--- src/rtl/ctrl_pkg.sv ---
// Shared decode constants, control-bundle type and FSM encoding for the
// ID-stage EX control generator.
package ctrl_pkg;

  localparam logic [5:0] OP_RTYPE = 6'h00;
  localparam logic [5:0] OP_JAL   = 6'h03;
  localparam logic [5:0] OP_BEQ   = 6'h04;
  localparam logic [5:0] OP_ADDI  = 6'h08;
  localparam logic [5:0] OP_SLTI  = 6'h0A;
  localparam logic [5:0] OP_ANDI  = 6'h0C;
  localparam logic [5:0] OP_ORI   = 6'h0D;
  localparam logic [5:0] OP_LUI   = 6'h0F;
  localparam logic [5:0] OP_LW    = 6'h23;
  localparam logic [5:0] OP_SW    = 6'h2B;

  localparam logic [5:0] FN_SLL = 6'h00;
  localparam logic [5:0] FN_SRL = 6'h02;
  localparam logic [5:0] FN_SRA = 6'h03;

  typedef enum logic [2:0] {
    ALU_ADD   = 3'b000,
    ALU_SUB   = 3'b001,
    ALU_AND   = 3'b010,
    ALU_OR    = 3'b011,
    ALU_SLT   = 3'b100,
    ALU_RTYPE = 3'b101,
    ALU_PASSB = 3'b110
  } aluop_e;

  typedef enum logic [1:0] {
    SRC_RT    = 2'b00,
    SRC_SIMM  = 2'b01,
    SRC_ZIMM  = 2'b10,
    SRC_LUI   = 2'b11
  } alusrc_e;

  typedef enum logic [1:0] {
    DST_RT    = 2'b00,
    DST_RD    = 2'b01,
    DST_R31   = 2'b10
  } regdst_e;

  typedef struct packed {
    logic    altsrc;
    alusrc_e alusrc;
    regdst_e regdst;
    aluop_e  aluop;
    logic    regwrite;
    logic    memread;
    logic    memwrite;
  } ctrl_t;

  localparam ctrl_t CTRL_BUBBLE = '0;

  typedef enum logic {
    ST_RUN    = 1'b0,
    ST_BUBBLE = 1'b1
  } state_e;

  // Instructions whose rt field is a source operand rather than a destination.
  function automatic logic reads_rt(input logic [5:0] op);
    return (op == OP_RTYPE) || (op == OP_SW) || (op == OP_BEQ);
  endfunction

endpackage

--- src/rtl/ctrl_decode.sv ---
// Combinational opcode/funct decode into the EX control bundle, flagging
// opcodes the pipeline does not implement.
module ctrl_decode
  import ctrl_pkg::*;
#(
  parameter int IW = 32
) (
  input  logic [IW-1:0] instr,
  output ctrl_t         ctrl,
  output logic          illegal
);

  logic [5:0] op;
  logic [5:0] funct;
  logic       unused_bits;

  assign op          = instr[31:26];
  assign funct       = instr[5:0];
  assign unused_bits = ^instr[25:6];

  always_comb begin
    ctrl    = CTRL_BUBBLE;
    illegal = 1'b0;
    case (op)
      OP_RTYPE: begin
        ctrl.altsrc   = (funct == FN_SLL) || (funct == FN_SRL) || (funct == FN_SRA);
        ctrl.regdst   = DST_RD;
        ctrl.aluop    = ALU_RTYPE;
        ctrl.regwrite = 1'b1;
      end
      OP_ADDI: begin
        ctrl.alusrc   = SRC_SIMM;
        ctrl.aluop    = ALU_ADD;
        ctrl.regwrite = 1'b1;
      end
      OP_SLTI: begin
        ctrl.alusrc   = SRC_SIMM;
        ctrl.aluop    = ALU_SLT;
        ctrl.regwrite = 1'b1;
      end
      OP_ANDI: begin
        ctrl.alusrc   = SRC_ZIMM;
        ctrl.aluop    = ALU_AND;
        ctrl.regwrite = 1'b1;
      end
      OP_ORI: begin
        ctrl.alusrc   = SRC_ZIMM;
        ctrl.aluop    = ALU_OR;
        ctrl.regwrite = 1'b1;
      end
      OP_LUI: begin
        ctrl.alusrc   = SRC_LUI;
        ctrl.aluop    = ALU_PASSB;
        ctrl.regwrite = 1'b1;
      end
      OP_LW: begin
        ctrl.alusrc   = SRC_SIMM;
        ctrl.aluop    = ALU_ADD;
        ctrl.regwrite = 1'b1;
        ctrl.memread  = 1'b1;
      end
      OP_SW: begin
        ctrl.alusrc   = SRC_SIMM;
        ctrl.aluop    = ALU_ADD;
        ctrl.memwrite = 1'b1;
      end
      OP_BEQ: begin
        ctrl.aluop    = ALU_SUB;
      end
      OP_JAL: begin
        ctrl.regdst   = DST_R31;
        ctrl.aluop    = ALU_PASSB;
        ctrl.regwrite = 1'b1;
      end
      default: illegal = 1'b1;
    endcase
  end

endmodule

--- src/rtl/id_ex_ctrl_gen.sv ---
// ID-stage producer of the ID/EX control register: decodes IF/ID, detects
// load-use hazards, stalls one cycle with an EX bubble, and honours flush.
module id_ex_ctrl_gen
  import ctrl_pkg::*;
#(
  parameter int IW = 32,
  parameter int RW = 5
) (
  input  logic          clk,
  input  logic          rst,
  input  logic [IW-1:0] instr_in,
  input  logic          instr_valid,
  input  logic          flush,
  output logic          alualtsrcout,
  output logic [1:0]    alusrcout,
  output logic [1:0]    regdstout,
  output logic [2:0]    aluopout,
  output logic          regwriteout,
  output logic          memreadout,
  output logic          memwriteout,
  output logic          ex_validout,
  output logic          stall,
  output logic          illegal_op
);

  ctrl_t         dec_ctrl;
  logic          dec_illegal;
  ctrl_t         ctrl_reg;
  logic          ex_valid_reg;
  logic          illegal_reg;
  logic [RW-1:0] ex_rt_reg;
  state_e        state_reg;

  logic [RW-1:0] rs;
  logic [RW-1:0] rt;
  logic          hazard;
  logic          accept;
  logic          load_real;

  ctrl_decode #(.IW(IW)) u_decode (
    .instr   (instr_in),
    .ctrl    (dec_ctrl),
    .illegal (dec_illegal)
  );

  assign rs = instr_in[25:21];
  assign rt = instr_in[20:16];

  assign hazard = ctrl_reg.memread & ex_valid_reg & instr_valid & (ex_rt_reg != '0) &
                  ((ex_rt_reg == rs) | ((ex_rt_reg == rt) & reads_rt(instr_in[31:26])));

  // In BUBBLE the EX slot is already empty, so only RUN can raise a stall.
  assign stall     = (state_reg == ST_RUN) & hazard & ~flush;
  assign accept    = instr_valid & ~flush & ~stall;
  assign load_real = accept & ~dec_illegal;

  always_ff @(posedge clk or posedge rst) begin
    if (rst) begin
      ctrl_reg     <= CTRL_BUBBLE;
      ex_valid_reg <= 1'b0;
      illegal_reg  <= 1'b0;
      ex_rt_reg    <= '0;
      state_reg    <= ST_RUN;
    end else begin
      ctrl_reg     <= load_real ? dec_ctrl : CTRL_BUBBLE;
      ex_valid_reg <= load_real;
      illegal_reg  <= accept & dec_illegal;
      ex_rt_reg    <= load_real ? rt : '0;
      case (state_reg)
        ST_RUN:    state_reg <= stall ? ST_BUBBLE : ST_RUN;
        ST_BUBBLE: state_reg <= ST_RUN;
        default:   state_reg <= ST_RUN;
      endcase
    end
  end

  assign alualtsrcout = ctrl_reg.altsrc;
  assign alusrcout    = ctrl_reg.alusrc;
  assign regdstout    = ctrl_reg.regdst;
  assign aluopout     = ctrl_reg.aluop;
  assign regwriteout  = ctrl_reg.regwrite;
  assign memreadout   = ctrl_reg.memread;
  assign memwriteout  = ctrl_reg.memwrite;
  assign ex_validout  = ex_valid_reg;
  assign illegal_op   = illegal_reg;

endmodule

--- config.mk ---
export PLATFORM = sky130hd
export DESIGN_NAME = id_ex_ctrl_gen
export DESIGN_NICKNAME = d
export VERILOG_FILES = /design/src/rtl/ctrl_pkg.sv /design/src/rtl/ctrl_decode.sv /design/src/rtl/id_ex_ctrl_gen.sv
export SDC_FILE = /design/constraint.sdc
export NUM_CORES = 1
export LEC_CHECK = 0
export CORE_UTILIZATION = 40
export CTS_CLUSTER_DIAMETER = 200
export DETAILED_ROUTE_END_ITERATION = 8
export GPL_TIMING_DRIVEN = 0
export PLACE_DENSITY = 0.87
export RECOVER_POWER = 100
export SLEW_MARGIN = 20
export SYNTH_ARGS = -nofsm -noshare
export SYNTH_HDL_FRONTEND = slang
export SYNTH_SLANG_ARGS = --single-unit
--- constraint.sdc ---
create_clock -name clk -period 2.21 [get_ports clk]
set_input_delay 0.221 -clock clk [delete_from_list [all_inputs] [get_ports clk]]
set_output_delay 0.221 -clock clk [all_outputs]
set_load 0.1 [all_outputs]
==> out/metrics.csv <==
stage,metric,value,unit
sta,fin crit share,99.51,%
setup_path,crit-path cells,"xor2_1, nor4_2, nand4_2, a21oi_4, buf_6, buf_12",
clock_network,htree depth,1,
setup_path,slowest CP cell,dfrtp_1,
final_layout,design area,1528,um^2
setup_path,Reg-to-Reg End,aluopout[0],
die,Initial Utilization,41.95,%
global_route,All-Layer GR Usage,19.70,%
drt,Via Count,1007,
die,Horiz. Die Dim,52.74,um
setup_path,worst reg-to-reg path cell count,6,
global_route,first-pass GRT wire length,3926,um
synth,Post-synth ARST share,100.0,%
die,Die Area,2781,um^2
die,Die Ht,52.74,um
clock_network,total CTS buffers,3,
synth,"Seq/Total Area, Yosys",46.17,%
sta,RSZ-0062 raised after global routing,yes,
pwr,Leak,0.6612,nW
synth,Synth cell types,30,
place,Placer Congestion,0.8618,
place,placed cell area,1448,um^2
drt,detailed-route DRC error count,0,
outcome,run status,finished clean,
synth,top-count cell post-synth,dfrtp_1,
drt,Detail Route Antenna Nets,0,
setup_path,CP peak stage delay,0.43,ns
sta,setup violators final,0,
global_route,initial antenna violation count,0,
final_layout,ANT cells,0,
sta,clock skew,0.005176,ns
synth,Yosys Warn Count,0,
synth,most used flip-flop cell after synthesis,dfrtp_1,
final_layout,Final #Nets,189,
drt,Routed WL,2547,um
die,IO Pins,50,
synth,Synth top cells by count,"dfrtp_1, nor4_1, nor3b_1, xor2_1, nor2_1",
min_path,Hold Crit Depth,3,
sta,setup TNS,0,ns
final_layout,Layout area overhead,48.36,%
clock_network,clock root cell,clkbuf_4,
clock_network,later-pin clock latency in the skew report,0.29,ns
synth,Post-synth EDFFs,0,
setup_path,CP Capture Type,output pin,
synth,synthesized cell area,1030,um^2
synth,number of synthesized register bits,19,
run,# Max-Cap Violations,0,
place,port bufs,38,
pwr,Peak VDD IR,0.2771,mV
global_route,grt total ovfl,0,
clock_network,clk buf depth,2,
synth,mean area per synthesized cell,9.715,um^2
global_route,vias in the first global route,924,
sta,Rel. slew slack,33.42,%
setup_path,Worst Path Max Fanout,8,
final_layout,share of layout cells above drive strength 1,11.84,%
setup_path,RR Startpoint,ex_rt_reg[1],
sta,worst-margin pin slew,0.9957,ns
pwr,pwr dens,449.1,nW/um^2
min_path,Tightest Hold Check Type,in -> reg,
min_path,hold path start,instr_in[31],
drt,Routed WL per cell,13.99,um
sta,fin. max-slew vios,0,
synth,top area cells in the synthesized netlist,"dfrtp_1, xor2_1, nor3b_1",
sta,fin crit period,2.199,ns
min_path,Min-Delay Endpoint,memwriteout,
synth,Mapped Nets,142,
drt,DRC violation total after the first TritonRoute iteration,24,
setup_path,CP Data Arrival Time,1.98,ns
die,core area,2455,um^2
synth,Post-Syn Instances,106,
final_layout,max reg flops,5,
setup_path,slack of the worst reg-to-reg path,0.37,ns
clock_network,CTS Sinks,19,
place,HPWL Detailed,1767,um
sta,hold violation total from the final report,0,
setup_path,crit path kind,reg -> out,
clock_network,CTS Hold Bufs,0,
sta,Max Freq,0.4547,GHz
setup_path,Startpoint Class,flop,
die,row count,18,
clock_network,Worst-path clk slew,0.11,ns
drt,via/cell ratio,5.533,
synth,post-synth top area share,46.17,%
drt,drt first pass iters,4,
synth,"area leader, netlist",dfrtp_1,
clock_network,CTS tree,yes,
setup_path,Worst EP required,1.99,ns
global_route,largest net degree at the start of global routing,20,
critical path, delay by kind of cell (launching register included):
| family | cells | cell delay [ns] |
|---|---|---|
| XOR/XNOR | 1 | 0.17 |
| flip-flops | 1 | 0.43 |
| AND/OR/NAND/NOR | 2 | 0.56 |
| AO/OA/AOI/OAI | 1 | 0.20 |
| buffers and inverters | 2 | 0.33 |
cell type report:
| cell class | count | area, um^2 |
|---|---|---|
| Multi-Input combinational cell | 76 | 513.0 |
| Buffer | 6 | 33.78 |
| Tap cell | 30 | 37.54 |
| Timing Repair Buffer | 42 | 422.9 |
| Clock buffer | 4 | 26.28 |
| Sequential cell | 19 | 475.5 |
| Fill cell | 208 | 927.1 |
| Inverter | 5 | 18.77 |
per-layer routing:
metal	share of wire [%]	GRT usage [%]	vias up	routed length (um)
li1	-	-	469	-
met1	38	23.23	458	978
met2	49	33.54	72	1258
met3	9.4	4.928	8	240
met4	2.7	8.333	0	70
met5	0	0	-	0
worst max-delay path by stage:
stage            end  cells after the start         start  slack [ns]
2_1_floorplan  stall                      4    memreadout        0.06
3_3_place_gp   stall                      8  instr_in[27]       -1.20
3_5_place_dp   stall                      8  instr_in[27]       -1.20
4_1_cts        stall                      7  instr_in[26]        0.01
5_1_grt        stall                      6  ex_rt_reg[2]       -0.05
6_report       stall                      6  ex_rt_reg[2]        0.01
kinds of logic (layout without fill, tap and decap cells):
family / Yosys count / after routing / synth area share (%)
compound gates: 17 / 17 / 11.67
xor+xnor: 10 / 10 / 8.506
buf+inv: 11 / 57 / 4.859
flops: 19 / 19 / 46.17
simple gates: 49 / 49 / 28.80
repair_timing:
item / 4_1_cts / 5_1_grt
pin swaps: 1 / 5
gates resized for setup: 11 / 3
setup endpoints to repair: 1 / 1
setup buffers: 1 / 3
power by group:
| part | internal [W] | switching, W |
|---|---|---|
| Combinational | 0.0000700 | 0.0000827 |
| Clock | 0.0000701 | 0.000109 |
| Sequential | 0.000352 | 0.00000248 |
through the flow:
step | cells | utilization, % | power [W] | hold WS (ns) | setup WS [ns]
floorplan | 106 | - | 0.0004424 | 0.1721 | 0.05879
global placement | 174 | 58.97 | 0.0005047 | 0.5535 | -1.204
detailed placement | 174 | 58.97 | 0.0005091 | 0.5594 | -1.202
CTS | 179 | 60.91 | 0.0006779 | 0.3011 | 0.009670
global route | 182 | 62.23 | 0.0007151 | 0.2948 | -0.05317
finish | 182 | 62.23 | 0.0006861 | 0.3078 | 0.01092
cell usage in the layout (no fill, tap or decap), types with 3 or more instances in the layout:
cell type        instances
clkdlybuf4s50_1         35
nor3b_1                  7
nor4_1                   7
inv_1                    5
nor3_1                   5
buf_4                    4
nand3b_1                 3
a21oi_1                  5
dfrtp_1                 19
nor2_1                   6
nand2b_1                 3
xor2_1                   7
clkbuf_4                 3
nand3_1                  4
o21ai_0                  4
clkbuf_1                 3
xnor2_1                  3
nand2_1                  5
Power figures use the tool's default switching activity.
==> variant: new RTL, config.mk and constraints unchanged <==
Reset style: synchronous (`rst`), changed in one clocked block.
--- a/src/rtl/id_ex_ctrl_gen.sv
+++ b/src/rtl/id_ex_ctrl_gen.sv
@@ -54,7 +54,7 @@
   assign accept    = instr_valid & ~flush & ~stall;
   assign load_real = accept & ~dec_illegal;
 
-  always_ff @(posedge clk or posedge rst) begin
+  always_ff @(posedge clk) begin
     if (rst) begin
       ctrl_reg     <= CTRL_BUBBLE;
       ex_valid_reg <= 1'b0;
Check against the original RTL: differs if rst is asserted again (counterexample within 4 cycles, from zero or initial values and one cycle with rst high); with rst held inactive, the same outputs for 10 cycles.
==> variant against the original RTL <==
Cell area fell by 2.4%. Clock power fell by 6%. Sequential cell count did not move. Synthesized cell count rose by 3.8%. Register-to-register slack improved by 0.13 ns. Setup slack improved by 0.062 ns. Power fell by 5.4%. Wire length rose by 2.6%. Area after synthesis fell by 2.4%. First-iteration DRC count fell by 29%.
==> variant: results (changes against the original RTL) <==
most frequent cells after synthesis: sky130_fd_sc_hd__dfxtp_1 (19), sky130_fd_sc_hd__nor2_1 (10), sky130_fd_sc_hd__xor2_1 (8) (was sky130_fd_sc_hd__dfrtp_1 (19), sky130_fd_sc_hd__nor4_1 (8), sky130_fd_sc_hd__nor3b_1 (7), sky130_fd_sc_hd__xor2_1 (7), sky130_fd_sc_hd__nor2_1 (6))
Switch Pwr: 0.0001693 W (was 0.0001940 W)
run status: finished clean (unchanged)
biggest area contributors in the synthesized netlist: sky130_fd_sc_hd__dfxtp_1 (38%), sky130_fd_sc_hd__xor2_1 (7.0%), sky130_fd_sc_hd__nor3b_2 (6.2%), sky130_fd_sc_hd__nor4b_2 (4.5%), sky130_fd_sc_hd__nor2_1 (3.7%) (was sky130_fd_sc_hd__dfrtp_1 (46%), sky130_fd_sc_hd__xor2_1 (6.0%), sky130_fd_sc_hd__nor3b_1 (5.1%), sky130_fd_sc_hd__nor4_1 (4.9%), sky130_fd_sc_hd__xnor2_1 (2.6%))
Peak supply drop: 277.7 µV (was 277.1 µV)
register area share after synthesis: 37.86% (was 46.17%)
combinational-cell power consumption: 0.000133 W (was 0.000153 W)
number of global-route vias before repair: 954 (was 924)
worst hold path stage count: 2 (was 3)
peak fanout along the critical path: 4 (was 8)
count of unique library cells instantiated by Yosys: 40 (was 30)
startpoint of the most critical setup path: instr_in[26] (was ex_rt_reg[2])
pin count of the biggest net entering global routing: 12 (was 20)
share of layout cells above drive strength 1: 16.13% (was 11.84%)
routed vias/inst: 5.393 (was 5.533)
launch point of the worst reg-to-reg path: ex_rt_reg[1] (unchanged)
final weighted congestion of routability-driven global placement: 0.9058 (was 0.8618)
layout net count: 192 (was 189)
synthesized-area fraction occupied by adder cells: 0.9963% (was 0%)
post-DR wirelength/cell: 14.28 µm (was 13.99 µm)
Net Count, Synth: 146 (was 142)
count of cells resized by post-cts repair: 10 (was 11)
complex-gate fraction of the synthesized area: 10.83% (was 11.66%)
starting DRC count in detailed routing: 17 (was 24)
clock tree skew after final layout: 0.008234 ns (was 0.005176 ns)
number of optimization iterations in the first detailed-route pass: 4 (unchanged)
r2r endpoint: aluopout[1] (was aluopout[0])
leakage power total: 0.5631 nW (was 0.6612 nW)
number of input and output port buffers inserted: 39 (was 38)
WP data arrival: 1.92 ns (was 1.98 ns)
Max stage delay on crit path: 0.56 ns (was 0.43 ns)
Clock net power: 0.000169 W (was 0.000179 W)
slowest cell on the critical path: sky130_fd_sc_hd__or4_4 (was sky130_fd_sc_hd__dfrtp_1)
internal portion of total power: 0.0004797 W (was 0.0004921 W)
number of standard cells after synthesis: 110 (was 106)
cell total after placement: 177 (was 174)
transition at the pin with the smallest max-transition slack: 0.9767 ns (was 0.9957 ns)
flop2flop setup slack: 0.50 ns (was 0.37 ns)
async set-reset flop share out of synthesis: 0% (was 100.0%)
global-route wire length before repair: 3953 µm (was 3926 µm)
Via Count: 987 (was 1,007)
cell area after placement: 0.001430 mm² (was 0.001448 mm²)
post-synthesis xor/xnor area fraction: 8.717% (was 8.505%)
Post-CTS Setup Repair Bufs: 0 (was 1)
-- variant: cell types whose count changed in the layout (fill, tap and decap cells not counted), moves of 4 or more --
cell,before,now
sky130_fd_sc_hd__dfrtp_1,19,0
sky130_fd_sc_hd__dfxtp_1,0,19
sky130_fd_sc_hd__nor3b_1,7,2
sky130_fd_sc_hd__nor3b_2,0,5
sky130_fd_sc_hd__nor2_1,6,10
-- variant: worst min-delay path by stage --
stage	start	end	slack, ns
floorplan	instr_in[16]	ex_rt_reg[0]	0.38
finish	instr_in[16]	ex_rt_reg[0]	0.56
CTS	instr_in[16]	ex_rt_reg[0]	0.55
global placement	state_reg	regwriteout	0.77
global route	instr_in[16]	ex_rt_reg[0]	0.55
detailed placement	state_reg	regdstout[0]	0.77
-- variant: worst max-delay path: cells and delay by family --
kind,cells,cell delay (ns)
buf+inv,3,0.76
simple gates,2,0.66
compound gates,2,0.28
-- variant: logic make-up after synthesis --
group	after synthesis
simple gates	51
flops	19
compound gates	17
buf+inv	12
xor+xnor	10
fa+ha+maj	1
-- variant: layout make-up --
class / count / area [µm²]
inverters: 4 / 15.01
fillers: 198 / 805.8
repair buffers: 41 / 415.4
clock buffers: 3 / 22.52
flip-flops and latches: 19 / 380.4
multi-input cells: 79 / 569.3
plain buffers: 8 / 48.80
clock inverters: 1 / 5.005
well taps: 28 / 35.03
-- variant: metal layers --
| layer | GRT usage (%) | up-vias | part of all wire (%) |
|---|---|---|---|
| li1 | - | 483 | - |
| met1 | 20.74 | 456 | 40 |
| met2 | 37.61 | 44 | 52 |
| met3 | 3.801 | 4 | 7.1 |
| met4 | 9.459 | 0 | 1.3 |
| met5 | 0 | - | 0 |
